## config.mk

```make
export PLATFORM = sky130hd
export DESIGN_NAME = kan_layer_bridge
export DESIGN_NICKNAME = d
export VERILOG_FILES = /design/src/rtl/kan_pkg.sv /design/src/rtl/kan_layer_bridge.sv
export SDC_FILE = /design/constraint.sdc
export NUM_CORES = 1
export LEC_CHECK = 0
export BUFFER_PORTS_ARGS = -buffer_cell sky130_fd_sc_hd__buf_2
export CORE_ASPECT_RATIO = 0.6
export CORE_MARGIN = 3
export CORE_UTILIZATION = 58
export CTS_BUF_LIST = sky130_fd_sc_hd__clkbuf_2
export CTS_CLUSTER_SIZE = 12
export DETAILED_ROUTE_END_ITERATION = 10
export HOLD_SLACK_MARGIN = 0.15
export MAX_ROUTING_LAYER = met4
export PLACE_DENSITY = 0.91
export SETUP_SLACK_MARGIN = 0.05
export SLEW_MARGIN = 20
export SYNTH_ARGS = -nofsm -noshare
export SYNTH_HDL_FRONTEND = slang
export SYNTH_SLANG_ARGS = --single-unit
```

## constraint.sdc

```tcl
create_clock -name s_axis_aclk -period 4.5 [get_ports s_axis_aclk]
set_input_delay 0.45 -clock s_axis_aclk [delete_from_list [all_inputs] [get_ports s_axis_aclk]]
set_output_delay 0.45 -clock s_axis_aclk [all_outputs]
set_load 0.005 [all_outputs]
```

## src/rtl/kan_pkg.sv

```systemverilog
// Shared constants and types for the KAN layer bridge: element width, lane
// count, lane index type and the bridge state encoding.
package kan_pkg;

  localparam int KAN_IN_W   = 64;
  localparam int KAN_ELEM_W = 16;
  localparam int KAN_LANES  = KAN_IN_W / KAN_ELEM_W;
  localparam int KAN_LANE_W = (KAN_LANES > 1) ? $clog2(KAN_LANES) : 1;

  typedef logic [KAN_LANE_W-1:0] lane_t;

  typedef enum logic {
    IDLE = 1'b0,
    EMIT = 1'b1
  } state_t;

endpackage

```

## src/rtl/kan_layer_bridge.sv

```systemverilog
// Width bridge from the KAN 64-bit output stream to its 16-bit input stream:
// emits one element per beat LSB-first, generates tlast from layersize and flags upstream tlast mismatches.
module kan_layer_bridge
  import kan_pkg::*;
#(
  parameter int S_AXIS_DATAWIDTH = 64,
  parameter int M_AXIS_DATAWIDTH = 16,
  parameter int LG_LAYERSIZE     = 12
) (
  input  logic                        s_axis_aclk,
  input  logic                        s_axis_areset,
  input  logic [S_AXIS_DATAWIDTH-1:0] s_axis_tdata,
  input  logic                        s_axis_tvalid,
  input  logic                        s_axis_tlast,
  output logic                        s_axis_tready,
  output logic [M_AXIS_DATAWIDTH-1:0] m_axis_tdata,
  output logic                        m_axis_tvalid,
  output logic                        m_axis_tlast,
  input  logic                        m_axis_tready,
  input  logic [LG_LAYERSIZE-1:0]     layersize,
  output logic                        err_len
);

  localparam int LANES  = S_AXIS_DATAWIDTH / M_AXIS_DATAWIDTH;
  localparam int LANE_W = (LANES > 1) ? $clog2(LANES) : 1;
  localparam logic [LANE_W-1:0] LAST_LANE = LANE_W'(LANES - 1);

  state_t                      r_state;
  logic [S_AXIS_DATAWIDTH-1:0] r_hold;
  logic [LANE_W-1:0]           r_lane;
  logic [LG_LAYERSIZE-1:0]     r_elem_cnt;
  logic [LG_LAYERSIZE-1:0]     r_eff_size;
  logic                        r_err_len;
  logic                        r_tvalid;
  logic                        r_tlast;
  logic [M_AXIS_DATAWIDTH-1:0] r_tdata;

  logic                        w_out_acc;
  logic                        w_in_acc;
  logic                        w_s_ready;
  logic                        w_exp_last;
  logic                        w_tlast_n;
  logic [LG_LAYERSIZE-1:0]     w_cnt_n;
  logic [LG_LAYERSIZE-1:0]     w_eff_n;
  logic [LG_LAYERSIZE-1:0]     w_eff_m1;
  logic [LG_LAYERSIZE-1:0]     w_word_end;
  logic [LANE_W-1:0]           w_lane_nx;
  logic [M_AXIS_DATAWIDTH-1:0] w_next_elem;

  // Handshakes and next counter values; w_cnt_n is the count after this cycle's output accept
  always_comb begin
    w_out_acc   = r_tvalid && m_axis_tready;
    w_lane_nx   = r_lane + LANE_W'(1);
    w_next_elem = r_hold[w_lane_nx*M_AXIS_DATAWIDTH +: M_AXIS_DATAWIDTH];
    if (s_axis_areset) begin
      w_s_ready = 1'b0;
    end else if (r_state == IDLE) begin
      w_s_ready = 1'b1;
    end else begin
      w_s_ready = (r_lane == LAST_LANE) && m_axis_tready;
    end
    w_in_acc = s_axis_tvalid && w_s_ready;
    if (w_out_acc) begin
      if (r_tlast) begin
        w_cnt_n = '0;
      end else begin
        w_cnt_n = r_elem_cnt + LG_LAYERSIZE'(1);
      end
    end else begin
      w_cnt_n = r_elem_cnt;
    end
    // Size is latched only when a vector starts; a zero size wraps to the full counter range
    if (w_in_acc && (w_cnt_n == '0)) begin
      w_eff_n = {layersize[LG_LAYERSIZE-1:2], 2'b00};
    end else begin
      w_eff_n = r_eff_size;
    end
    w_eff_m1   = w_eff_n - LG_LAYERSIZE'(1);
    w_tlast_n  = (w_cnt_n == w_eff_m1);
    w_word_end = w_cnt_n + LG_LAYERSIZE'(LANES);
    w_exp_last = (w_word_end == w_eff_n);
  end

  // Bridge FSM, element counter and sticky length-error flag
  always_ff @(posedge s_axis_aclk) begin
    if (s_axis_areset) begin
      r_state    <= IDLE;
      r_hold     <= '0;
      r_lane     <= '0;
      r_elem_cnt <= '0;
      r_eff_size <= '0;
      r_err_len  <= 1'b0;
      r_tvalid   <= 1'b0;
      r_tlast    <= 1'b0;
      r_tdata    <= '0;
    end else begin
      r_elem_cnt <= w_cnt_n;
      r_eff_size <= w_eff_n;
      if (w_in_acc && (s_axis_tlast != w_exp_last)) begin
        r_err_len <= 1'b1;
      end
      case (r_state)
        IDLE: begin
          if (w_in_acc) begin
            r_hold   <= s_axis_tdata;
            r_lane   <= '0;
            r_tdata  <= s_axis_tdata[M_AXIS_DATAWIDTH-1:0];
            r_tvalid <= 1'b1;
            r_tlast  <= w_tlast_n;
            r_state  <= EMIT;
          end
        end
        EMIT: begin
          if (w_out_acc) begin
            if (r_lane != LAST_LANE) begin
              r_lane  <= w_lane_nx;
              r_tdata <= w_next_elem;
              r_tlast <= w_tlast_n;
            end else if (w_in_acc) begin
              r_hold  <= s_axis_tdata;
              r_lane  <= '0;
              r_tdata <= s_axis_tdata[M_AXIS_DATAWIDTH-1:0];
              r_tlast <= w_tlast_n;
            end else begin
              r_tvalid <= 1'b0;
              r_tlast  <= 1'b0;
              r_state  <= IDLE;
            end
          end
        end
        default: begin
          r_state  <= IDLE;
          r_tvalid <= 1'b0;
          r_tlast  <= 1'b0;
        end
      endcase
    end
  end

  assign s_axis_tready = w_s_ready;
  assign m_axis_tdata  = r_tdata;
  assign m_axis_tvalid = r_tvalid;
  assign m_axis_tlast  = r_tlast;
  assign err_len       = r_err_len;

endmodule

```

Yosys cells after proc, flatten, opt, wreduce, memory -nomap -nowiden
Cells that the tools add are included.
{"block": "op_classes", "n_addsub": 4, "n_eq_ne": 9, "shift": 1, "mux": 31, "bitwise": 1, "reduce_logical": 9}
{"operator": "two-way mux 64 bit", "count": 3}
{"operator": "case mux 64 bit (2 select lines)", "count": 1}
{"operator": "indexed part select 64 x 7 -> 16 bit", "count": 1}
{"operator": "two-way mux 16 bit", "count": 3}
{"operator": "two-way mux 12 bit", "count": 3}
{"operator": "case mux 16 bit (2 select lines)", "count": 1}
{"operator": "== test 12 bit", "count": 2}
{"operator": "two-way mux 1 bit", "count": 13}
{"operator": "adder 12 x 1 -> 12 bit (second input constant)", "count": 1}
{"operator": "adder 12 x 3 -> 12 bit (second input constant)", "count": 1}
{"operator": "logical NOT 12 bit", "count": 1}
{"operator": "subtractor 12 x 1 -> 12 bit (second input constant)", "count": 1}
{"operator": "!= test 2 bit (second input constant)", "count": 4}
{"operator": "two-way mux 2 bit", "count": 3}
{"operator": "case mux 1 bit (2 select lines)", "count": 3}
{"operator": "logical AND 1 bit", "count": 5}
{"operator": "case mux 2 bit (2 select lines)", "count": 1}
{"operator": "AND reduction 2 bit", "count": 2}
{"operator": "AND reduction 4 bit", "count": 1}
{"operator": "adder 2 x 1 -> 2 bit (second input constant)", "count": 1}
{"operator": "== test 2 bit (second input constant)", "count": 1}
{"operator": "!= test 2 x 1 -> 1 bit (second input constant)", "count": 1}
{"operator": "!= test 1 bit", "count": 1}
{"operator": "inverter 1 bit", "count": 1}
{"block": "word_totals", "ff_bits": 110, "elab_cells": 64}

Depth between registers and ports, before layout
Gate-level depths: netlist of the first run.
{"block": "logic_depth", "word_depth": 13, "ltp_mapped": 17, "depth_no_buf": 15}

Worst setup path before layout of the first run
No wires, ideal clock.
{"block": "synth_path", "kind": "register -> register", "start": "reg r_elem_cnt[0]", "end": "reg r_tlast, in the netlist m_axis_tlast", "arrival_time_ns": 3.884, "t_required_ns": 4.416, "setup_slack_ns": 0.531, "path_stages_with_launch": 15, "path_buffers": 1, "synth_period_minus_slack_ns": 3.969, "path_cell_list": "dfxtp_1 ha_1 nand4_1 nor3_1 mux2_2 a211oi_1 nand2_1 clkbuf_1 nand2_1 ha_1 xor2_1 a2111oi_0 and4_1 o2111ai_1 o31ai_2"}
{"block": "synth_via", "elab_chain_cells": 12}
{"item": "start, declared", "line_no": "kan_layer_bridge.sv:31", "text": "logic [LG_LAYERSIZE-1:0] r_elem_cnt;"}
{"item": "start signal, assigned", "line_no": "kan_layer_bridge.sv:97", "text": "r_elem_cnt <= w_cnt_n;"}
{"item": "adder 12 x 1 -> 12 bit", "line_no": "kan_layer_bridge.sv:67", "text": "w_cnt_n = r_elem_cnt + LG_LAYERSIZE'(1);"}
{"item": "two-way mux 12 bit", "line_no": "kan_layer_bridge.sv:64", "text": "if (r_tlast) begin"}
{"item": "two-way mux 12 bit *", "line_no": "kan_layer_bridge.sv:63", "text": "if (w_out_acc) begin"}
{"item": "logical NOT 12 bit", "line_no": "kan_layer_bridge.sv:73", "text": "if (w_in_acc && (w_cnt_n == '0)) begin"}
{"item": "logical AND 1 bit", "line_no": "kan_layer_bridge.sv:73"}
{"item": "two-way mux 12 bit", "line_no": "kan_layer_bridge.sv:73"}
{"item": "subtractor 12 x 1 -> 12 bit", "line_no": "kan_layer_bridge.sv:78", "text": "w_eff_m1 = w_eff_n - LG_LAYERSIZE'(1);"}
{"item": "== test 12 bit *", "line_no": "kan_layer_bridge.sv:79", "text": "w_tlast_n = (w_cnt_n == w_eff_m1);"}
{"item": "two-way mux 1 bit", "line_no": "kan_layer_bridge.sv:119", "text": "end else if (w_in_acc) begin"}
{"item": "two-way mux 1 bit", "line_no": "kan_layer_bridge.sv:115", "text": "if (r_lane != LAST_LANE) begin"}
{"item": "two-way mux 1 bit", "line_no": "kan_layer_bridge.sv:114", "text": "if (w_out_acc) begin"}
{"item": "case mux 1 bit (2 select lines) *", "line_no": "kan_layer_bridge.sv:102", "text": "case (r_state)"}
{"item": "end signal, assigned", "line_no": "kan_layer_bridge.sv:109", "text": "r_tlast <= w_tlast_n;"}
{"item": "end signal, assigned", "line_no": "kan_layer_bridge.sv:118", "text": "r_tlast <= w_tlast_n;"}
{"item": "end signal, assigned", "line_no": "kan_layer_bridge.sv:123", "text": "r_tlast <= w_tlast_n;"}
{"item": "end, declared", "line_no": "kan_layer_bridge.sv:35", "text": "logic r_tlast;"}
Mark *: on every way between the ends. The rest lies on a longest branch, timed or not. The select of a mux whose other input is x is not followed.
A chain may end at the register's enable or synchronous reset.

Final worst setup path of the first run
Ends and elaborated chain as after synthesis.

==> impl_metrics.csv, run 1 <==
group,metric,value,unit
floorplanning,initial_core_util,61.8,%
sta,layout_min_cycle_time,4.20,ns
clocking,path_clk_slew,0.33,ns
synth,syn_inst,752,
placed_design,gp_congestion,1.00,
global_route,grt_pass1_wl,30.7,mm
setup_path,critPathTopFamily,"compound AO/OA/AOI/OAI gates",
sta,fmax,0.238,GHz
synth,ys_types,73,
setup_path,worstPathBufferInverterCount,2,
power,p_total,0.00194,W
setup_path,slowest_stage,"dfxtp_1",
synth,synth_fp_nets,838,
clocking,cts.sinks,110,
route,drt-initial-drc-count,877,
placed_design,hpwl,12.2,mm
floorplanning,core_area,0.00953,mm2
sta,finalCritPeriodShare,93.4,%
clocking,cts_root_buf,"clkbuf_2",
global_route,overflow,0,
route,ant_nets,0,
route,wl,19.5,mm
synth,ys_warn_count,0,
route,drc,0,
route,wl_per_cell,18.8,um
clocking,worst_skew_pair.late_latency,0.66,ns
global_route,grt_max_degree,75,
sta,final-setup-viol-count,0,
setup_path,worstPathArrival,4.80,ns
global_route,grt_pass1_vias,6159,
placed_design,dpl.cell_count,945,
final_layout,antenna_cells,0,
clocking,cts_buffers,9,
route,drt_first_pass_iters,5,
clocking,cts.path.max_buffers,2,
setup_path,crit_chain,"ha_1 -> nand4_1 -> buf_4 -> nor3_2 -> mux2_2 -> a211oi_1 -> a21boi_0 -> inv_1 -> ha_1 -> xor2_1 -> a2111oi_0 -> and4_1 -> o2111ai_1 -> o31ai_2",
floorplanning,row_count,27,
clocking,htree_levels,3,
setup_path,path_common_cell,"ha_1",
floorplanning,die_x,136,um
power,leakage,2.87,nW
setup_path,crit_type,"register to register",
synth,synth_ff_type,"dfxtp_1",
floorplanning,die_y,84.0,um
floorplanning,die_area,0.0114,mm2
synth,ys_seq_area_share,37.4,%
power,cellPowerDensity,264,mW/mm2
synth,synth_edf_count,0,
power,ir_drop,0.000201,V
setup_path,crit_path_max_fanout,7,
placed_design,port_buffers,98,
clocking,cts_tree,"yes",
sta,clock_skew,0.0577,ns
hold_path,hold_path_class,"primary input to register",
sta,tightest_slew,0.792,ns
flow_run,cap_violations,0,
sta,hold_viol_final,0,
setup_path,start_kind,"register",
synth,mappedNetlistArea,0.00588,mm2
global_route,track_usage,34.6,%
global_route,antenna_found_initial,0,
sta,slew_violations,0,
setup_path,worstSetupEndpointType,"register",
sta,fin_setup_tns,0,ns
route,post_drt_via_cell_ratio,6.33,
setup_path,slowest_delay,0.53,ns
final_layout,final_nets,986,
sta,rsz0062_at_grt,"no",
sta,relSlewSlack,47.1,%
synth,async_flop_share,0,%
final_layout,drive_gt1_share,19.6,%
final_layout,final_cell_count_no_fill,1035,
setup_path,required,5.10,ns
synth,synth_seq_cells,110,
route,via_count,6552,
synth,synth.avg_cell_area,7.82,um2
final_layout,syn_to_final_growth,24.8,%
floorplanning,pin_count,101,
run_status,outcome,"completed",
worst reg2reg max path, stage by stage (launching register included):
cell       delay [ns]
dfxtp_1          0.53
ha_1             0.35
nand4_1          0.16
buf_4            0.17
nor3_2           0.23
mux2_2           0.39
a211oi_1         0.43
a21boi_0         0.27
inv_1            0.14
ha_1             0.26
xor2_1           0.17
a2111oi_0        0.46
and4_1           0.29
o2111ai_1        0.14
o31ai_2          0.18
power breakdown:
group	internal [W]	total (W)	switching, W
sequential	0.00102	0.00105	0.0000311
combinational	0.000166	0.000357	0.000191
clock	0.000148	0.000529	0.000382
flip-flops by register name, indices dropped and copies added, names as in the netlist:
register       flops
err_len            1
m_axis_tlast       1
r_lane             2
m_axis_tdata      16
r_hold            64
r_eff_size        12
r_elem_cnt        12
m_axis_tvalid      1
r_state            1
layer usage:
layer  vias to the layer above  GRT usage (%)  wire (um)
met3                        87           10.1       2390
met2                       480           52.8       8860
met5                         -              -          0
li1                       2947              -          -
met4                         0           13.6        675
met1                      3038           43.4       7580
cell usage in the layout (no fill, tap or decap), types with 8 or more instances in the layout:
cell type	count
buf_2	97
inv_1	10
a31oi_1	9
dlygate4sd3_1	72
a21oi_1	83
nor4_1	22
o21ai_0	16
dfxtp_1	110
nand3_1	14
and2_1	9
clkbuf_2	9
mux4_2	16
nor3_1	20
nor2_1	89
nand2_1	162
buf_4	20
xnor2_1	9
and3_1	8
through the flow:
step | util (%) | instance area (um2) | worst slack [ns] | hold slack, ns
4_1_cts | 76.8 | 7310 | 0.244 | 0.158
5_1_grt | 77.1 | 7340 | 0.0553 | 0.151
2_1_floorplan | - | 5880 | 0.531 | 0.431
3_5_place_dp | 67.8 | 6450 | 0.280 | 0.444
3_3_place_gp | 67.8 | 6450 | 0.450 | 0.439
6_report | 77.1 | 7340 | 0.295 | 0.179
synth_stat cells (7+ instances only):
master | number | area share, %
nand2_1 | 163 | 10
dfxtp_1 | 110 | 37
nor2_1 | 89 | 5.7
a21oi_1 | 84 | 7.1
clkbuf_1 | 36 | 2.3
nor3_1 | 22 | 1.9
nor4_1 | 22 | 2.3
mux4_2 | 16 | 6.1
o21ai_0 | 16 | 1.4
nand3_1 | 14 | 1.2
inv_1 | 10 | 0.64
a31oi_1 | 9 | 0.96
and2_1 | 9 | 0.96
xnor2_1 | 9 | 1.3
and3_1 | 8 | 0.85
mux2i_1 | 7 | 1.2
nand4_1 | 7 | 0.74
area by class of cell:
cell class                 count  area (um2)
clock buffer                   9        45.0
clock inverter                 7        92.6
sequential                   110        2200
timing repair buffer         189        1360
fill                         609        2190
inverter                      10        37.5
tap                          130         163
multi-input combinational    580        3440
final timing paths:
path | startpoint | end | slack, ns | cells past startpoint
worst max-delay path | r_elem_cnt[0] | m_axis_tlast | 0.30 | 14
worst min-delay path | layersize[8] | r_eff_size[8] | 0.18 | 5
worst max register to register | r_elem_cnt[0] | m_axis_tlast | 0.30 | 14
worst min register to register | r_hold[45] | r_hold[45] | 0.47 | 2
what timing repair did:
action                                  in CTS  in global routing
gates resized for setup                      0                  2
endpoints found under the setup margin       0                  1
setup buffers                                0                  2
endpoints found under the hold margin       88                  0
hold buffers                                72                  0
cell families after synthesis:
| family | synth area share (%) |
|---|---|
| xor gates and xnor gates | 2.23 |
| and+or+nand+nor | 29.9 |
| DFF | 37.4 |
| AOI/OAI and AO/OA | 16.8 |
| adders and majority gates | 1.06 |
| muxes | 8.12 |
| buffers and inverters | 4.47 |
Power figures use the tool's default switching activity.
==> run 2: changes to the inputs <==
- CAP_MARGIN: default -> 30
- PLACE_DENSITY: 0.91 -> 0.84
==> run 2 against run 1 <==
  * Combinational power about the same
  * Critical path depth decreased by 1
  * Cell count increased by 0.29%
  * Die area stayed put
  * Sequential power about the same
  * Worst setup slack got worse by 0.024 ns
  * Clock skew down 0.029 ns
  * Critical endpoint unchanged
==> impl_metrics.csv, run 2 (synthesis gave the netlist of run 1 again) <==
group,metric,value,unit
run_status,outcome,"completed",
floorplanning,row_count,27,
clocking,cts.sinks,110,
clocking,worst_skew_pair.late_latency,0.62,ns
floorplanning,initial_core_util,61.8,%
setup_path,worstPathArrival,4.77,ns
final_layout,syn_to_final_growth,24.6,%
power,p_seq_share,57.2,%
route,drt_first_pass_iters,7,
power,combPwrFrac,19.4,%
clocking,cts_buffers,9,
clocking,post_cts_resized,0,
route,via_count,6454,
final_layout,nFillCells,653,
sta,clock_skew,0.0287,ns
clocking,cts.path.max_buffers,2,
final_layout,antenna_cells,0,
sta,rsz0062_at_grt,"no",
setup_path,worstPathBufferInverterCount,1,
sta,layout_min_cycle_time,4.23,ns
setup_path,slowest_delay,0.52,ns
global_route,grt_pass1_vias,6187,
route,post_drt_via_cell_ratio,6.22,
final_layout,drive_gt1_share,19.7,%
floorplanning,pin_count,101,
power,ir_drop,0.000153,V
placed_design,gp_congestion,0.957,
setup_path,path_common_cell,"ha_1",
sta,fmax,0.236,GHz
global_route,antenna_found_initial,0,
setup_path,start_kind,"register",
clocking,postCtsSetupBuffers,0,
setup_path,required,5.04,ns
power,p_switching,0.000571,W
sta,fin_setup_tns,0,ns
flow_run,cap_violations,0,
route,ant_nets,0,
final_layout,regArea,0.00220,mm2
sta,hold_viol_final,0,
route,drt-initial-drc-count,738,
clocking,cts_root_buf,"clkbuf_2",
clocking,path_clk_slew,0.31,ns
placed_design,dpl.cell_count,952,
floorplanning,die_area,0.0114,mm2
sta,finalCritPeriodShare,94.0,%
power,p_total,0.00184,W
power,clkPwrFrac,23.4,%
power,cellPowerDensity,251,mW/mm2
floorplanning,die_x,136,um
placed_design,pre_cts_ws,0.293,ns
clocking,htree_levels,3,
global_route,grt_pass1_wl,30.1,mm
setup_path,slowest_stage,"dfxtp_1",
global_route,overflow,0,
setup_path,critPathTopFamily,"compound AO/OA/AOI/OAI gates",
placed_design,port_buffers,98,
setup_path,crit_path_max_fanout,7,
route,wl,18.9,mm
sta,holdWs,0.193,ns
sta,tightest_slew,0.794,ns
hold_path,hold_path_class,"primary input to register",
final_layout,final_nets,990,
final_layout,largest_register_ffs,64,
placed_design,hpwl,12.1,mm
route,drc,0,
power,p_sw_share,31.1,%
final_layout,multi_input_area,0.00343,mm2
final_layout,top_register,"r_hold",
power,leakage,2.87,nW
setup_path,worstSetupEndpointType,"register",
setup_path,crit_type,"register to register",
sta,slew_violations,0,
sta,final-setup-viol-count,0,
final_layout,final_common_cell,"nand2_1",
sta,final.setup.worst_slack,0.271,ns
power,internal_power,0.00127,W
final_layout,final_cell_mix,"162 x nand2_1, 110 x dfxtp_1, 97 x buf_2, 89 x nor2_1, 83 x a21oi_1",
floorplanning,die_y,84.0,um
floorplanning,core_area,0.00953,mm2
global_route,track_usage,33.6,%
final_layout,final_cell_count_no_fill,1038,
setup_path,crit_chain,"ha_1 -> nand4_1 -> nor3_1 -> mux2_2 -> a211oi_1 -> a21boi_0 -> inv_1 -> ha_1 -> xor2_1 -> a2111oi_0 -> and4_1 -> o2111ai_1 -> o31ai_2",
global_route,grt_max_degree,81,
clocking,cts_tree,"yes",
route,wl_per_cell,18.2,um
sta,relSlewSlack,47.1,%
run 2: changes by cell type in the layout (fill, tap and decap cells not counted), sizes merged:
cell / change
bufinv: -1
clkinvlp: +2
inv: -2
dlygate4sd3: -1
buf: +5
run 2: per-layer routing:
layer  GRT usage (%)  routed length, um  vias to the layer above
met5               -                  0                        -
met4            10.6                520                        0
met3            9.40               2130                       56
met2            50.7               8380                      402
met1            43.9               7840                     3034
li1                -                  -                     2962
run 2: final timing paths:
kind,from,end,slack (ns),cells after the start
worst max-delay path,r_elem_cnt[0],m_axis_tlast,0.27,13
worst min-delay path,layersize[3],r_eff_size[3],0.19,3
worst max register to register,r_elem_cnt[0],m_axis_tlast,0.27,13
worst min register to register,r_hold[44],r_hold[44],0.47,2
run 2: what timing repair did:
item                                   4_1_cts  5_1_grt
hold buffers                                71        0
endpoints found under the hold margin       87        0
setup endpoints to repair                    0        0
run 2: cell type report:
cell class | count | share of cell area [%]
sequential | 110 | 30.0
multi-input combinational | 580 | 46.9
timing repair buffer | 193 | 19.0
clock inverter | 6 | 0.717
clock buffer | 9 | 0.614
tap | 130 | 2.22
inverter | 10 | 0.512
run 2: power groups by stage:
stage	clock network [W]	logic, W	registers [W]
2_1_floorplan	0	0.000192	0.00105
4_1_cts	0.000434	0.000345	0.00105
6_report	0.000430	0.000357	0.00105
3_5_place_dp	0	0.000296	0.00106
5_1_grt	0.000469	0.000386	0.00106
3_3_place_gp	0	0.000286	0.00106
run 2: worst register-to-register path, delay by kind of cell, from the launching register on:
family / cells / cell delay (ns)
buffers and inverters: 1 / 0.13
DFF: 1 / 0.52
and+or+nand+nor: 3 / 0.85
muxes: 1 / 0.41
adders and majority gates: 2 / 0.57
xor gates and xnor gates: 1 / 0.16
AOI/OAI and AO/OA: 5 / 1.50
run 2: per-stage QoR:
step	utilization [%]	area [um2]
after floorplan	-	5880
after global placement	68.2	6500
after detailed placement	68.4	6520
after CTS	76.9	7330
after global routing	77.0	7330
final	77.0	7330
==> run 3: changes to the inputs <==
- CORE_UTILIZATION: 58 -> 50
- PLACE_DENSITY: 0.84 -> 0.74
==> run 3 against run 2 <==
  * Worst setup slack improved by 0.11 ns
  * Total power grew 1.1%
  * Critical path depth down 1
  * Sequential cell count unchanged
  * Clock-buffer cell count unchanged
  * Fmax grew 2.6%
  * Die area rose by 15%
  * Design area rose by 1.5%
  * Sequential power barely moved
  * Critical path type unchanged
  * Critical endpoint unchanged
==> impl_metrics.csv, run 3 (synthesis gave the netlist of run 1 again) <==
group,metric,value,unit
run_status,outcome,"completed",
clocking,cts_buffers,9,
setup_path,r2r_end,"m_axis_tlast",
final_layout,final_cell_count_no_fill,1067,
clocking,path_clk_slew,0.31,ns
global_route,grt_pass1_vias,5634,
global_route,grt_max_degree,81,
clocking,cts_root_buf,"clkbuf_2",
setup_path,r2r_cells,12,
final_layout,fin_area,0.00744,mm2
global_route,antenna_found_initial,0,
final_layout,largest_register_ffs,64,
setup_path,r2r_slack,0.38,ns
power,ir_drop,0.000144,V
global_route,track_usage,27.1,%
setup_path,slowest_delay,0.61,ns
sta,fmax,0.243,GHz
floorplanning,die_x,146,um
route,ant_nets,0,
sta,tightest_slew,0.782,ns
clocking,cts.sinks,110,
hold_path,hold_path_end,"r_eff_size[3]",
sta,layout_min_cycle_time,4.12,ns
setup_path,crit_path_max_fanout,13,
placed_design,port_buffers,98,
power,leakage,2.91,nW
sta,slew_violations,0,
setup_path,required,5.05,ns
floorplanning,die_area,0.0131,mm2
sta,hold_viol_final,0,
setup_path,crit_chain,"nand3_2 -> nor3_1 -> mux2_2 -> nor4_2 -> a21boi_0 -> inv_1 -> ha_1 -> xor2_1 -> a2111oi_1 -> and4_1 -> o2111ai_1 -> o31ai_2",
final_layout,final_cell_mix,"162 x nand2_1, 110 x dfxtp_1, 97 x buf_2, 89 x nor2_1, 83 x a21oi_1",
final_layout,syn_to_final_growth,26.5,%
setup_path,r2r-start,"m_axis_tvalid",
sta,clock_skew,0.0276,ns
placed_design,hpwl,12.1,mm
floorplanning,die_y,90.0,um
final_layout,nFillCells,895,
sta,relSlewSlack,47.9,%
floorplanning,row_count,29,
floorplanning,core_area,0.0110,mm2
floorplanning,pin_count,101,
floorplanning,initial_core_util,53.5,%
setup_path,crit_type,"register to register",
final_layout,drive_gt1_share,19.7,%
final_layout,top_register,"r_hold",
final_layout,final_common_cell,"nand2_1",
placed_design,place_area,0.00655,mm2
sta,fin_setup_tns,0,ns
power,cellPowerDensity,250,mW/mm2
route,drt_first_pass_iters,6,
hold_path,hold_start,"layersize[3]",
sta,rsz0062_at_grt,"no",
clocking,worst_skew_pair.late_latency,0.61,ns
setup_path,slowest_stage,"dfxtp_1",
placed_design,dpl.cell_count,976,
setup_path,start_kind,"register",
flow_run,cap_violations,0,
sta,final-setup-viol-count,0,
route,via_count,6134,
placed_design,gp_congestion,0.948,
clocking,htree_levels,3,
sta,finalCritPeriodShare,91.6,%
setup_path,worstPathArrival,4.67,ns
setup_path,worstSetupEndpointType,"register",
hold_path,hold_depth,3,
route,wl_per_cell,16.7,um
route,wl,17.8,mm
route,post_drt_via_cell_ratio,5.75,
hold_path,hold_path_class,"primary input to register",
clocking,cts_tree,"yes",
route,drt-initial-drc-count,642,
setup_path,worstPathBufferInverterCount,1,
clocking,cts.path.max_buffers,2,
setup_path,critPathTopFamily,"simple AND/OR/NAND/NOR gates",
global_route,grt_pass1_wl,28.7,mm
setup_path,crit_cells,12,
final_layout,final_nets,993,
route,drc,0,
global_route,overflow,0,
final_layout,antenna_cells,0,
run 3: through the flow:
step	util [%]	power, W	hold slack (ns)	setup WS (ns)
6_report	67.7	0.00186	0.212	0.378
5_1_grt	67.7	0.00194	0.164	0.103
4_1_cts	67.2	0.00185	0.151	0.261
3_5_place_dp	59.6	0.00136	0.446	0.233
3_3_place_gp	59.3	0.00135	0.438	0.462
2_1_floorplan	-	0.00125	0.431	0.531
run 3: layout make-up:
class / count / area, um2 / share of cell area (%)
inverter: 10 / 37.5 / 0.504
timing repair buffer: 196 / 1460 / 19.6
sequential: 110 / 2200 / 29.6
clock buffer: 9 / 45.0 / 0.605
tap: 155 / 194 / 2.61
multi-input combinational: 580 / 3440 / 46.2
clock inverter: 7 / 66.3 / 0.891
run 3: repair_timing:
item / 4_1_cts / 5_1_grt
buffers inserted: 0 / 0
endpoints found under the setup margin: 0 / 1
hold buffers: 73 / 0
gates resized for setup: 0 / 2
hold endpoints to repair: 89 / 0
run 3: worst max path at each step:
stage / from / end
detailed placement: m_axis_tready / m_axis_tlast
CTS: r_elem_cnt[0] / m_axis_tlast
global placement: m_axis_tready / m_axis_tlast
global route: r_elem_cnt[0] / m_axis_tlast
finish: m_axis_tvalid / m_axis_tlast
floorplan: r_elem_cnt[0] / m_axis_tlast
run 3: power breakdown:
group,switching (W),internal [W],total [W]
Combinational,0.000182,0.000174,0.000356
Clock,0.000362,0.0000893,0.000452
Sequential,0.0000304,0.00102,0.00105
Total,0.000575,0.00128,0.00186
run 3: tightest hold or removal path, delay by kind of cell:
| kind | cells | cell delay [ns] |
|---|---|---|
| and+or+nand+nor | 1 | 0.08 |
| buffers and inverters | 1 | 0.15 |
| AOI/OAI and AO/OA | 1 | 0.12 |
run 3: routing by layer:
| metal | routed length (um) | global-route usage, % | vias to the layer above | share of wire [%] |
|---|---|---|---|---|
| li1 | - | - | 2968 | - |
| met1 | 8000 | 38.8 | 2837 | 45 |
| met2 | 7780 | 39.2 | 314 | 44 |
| met3 | 1930 | 6.83 | 15 | 11 |
| met4 | 139 | 5.09 | 0 | 0.78 |
| met5 | 0 | - | - | 0 |
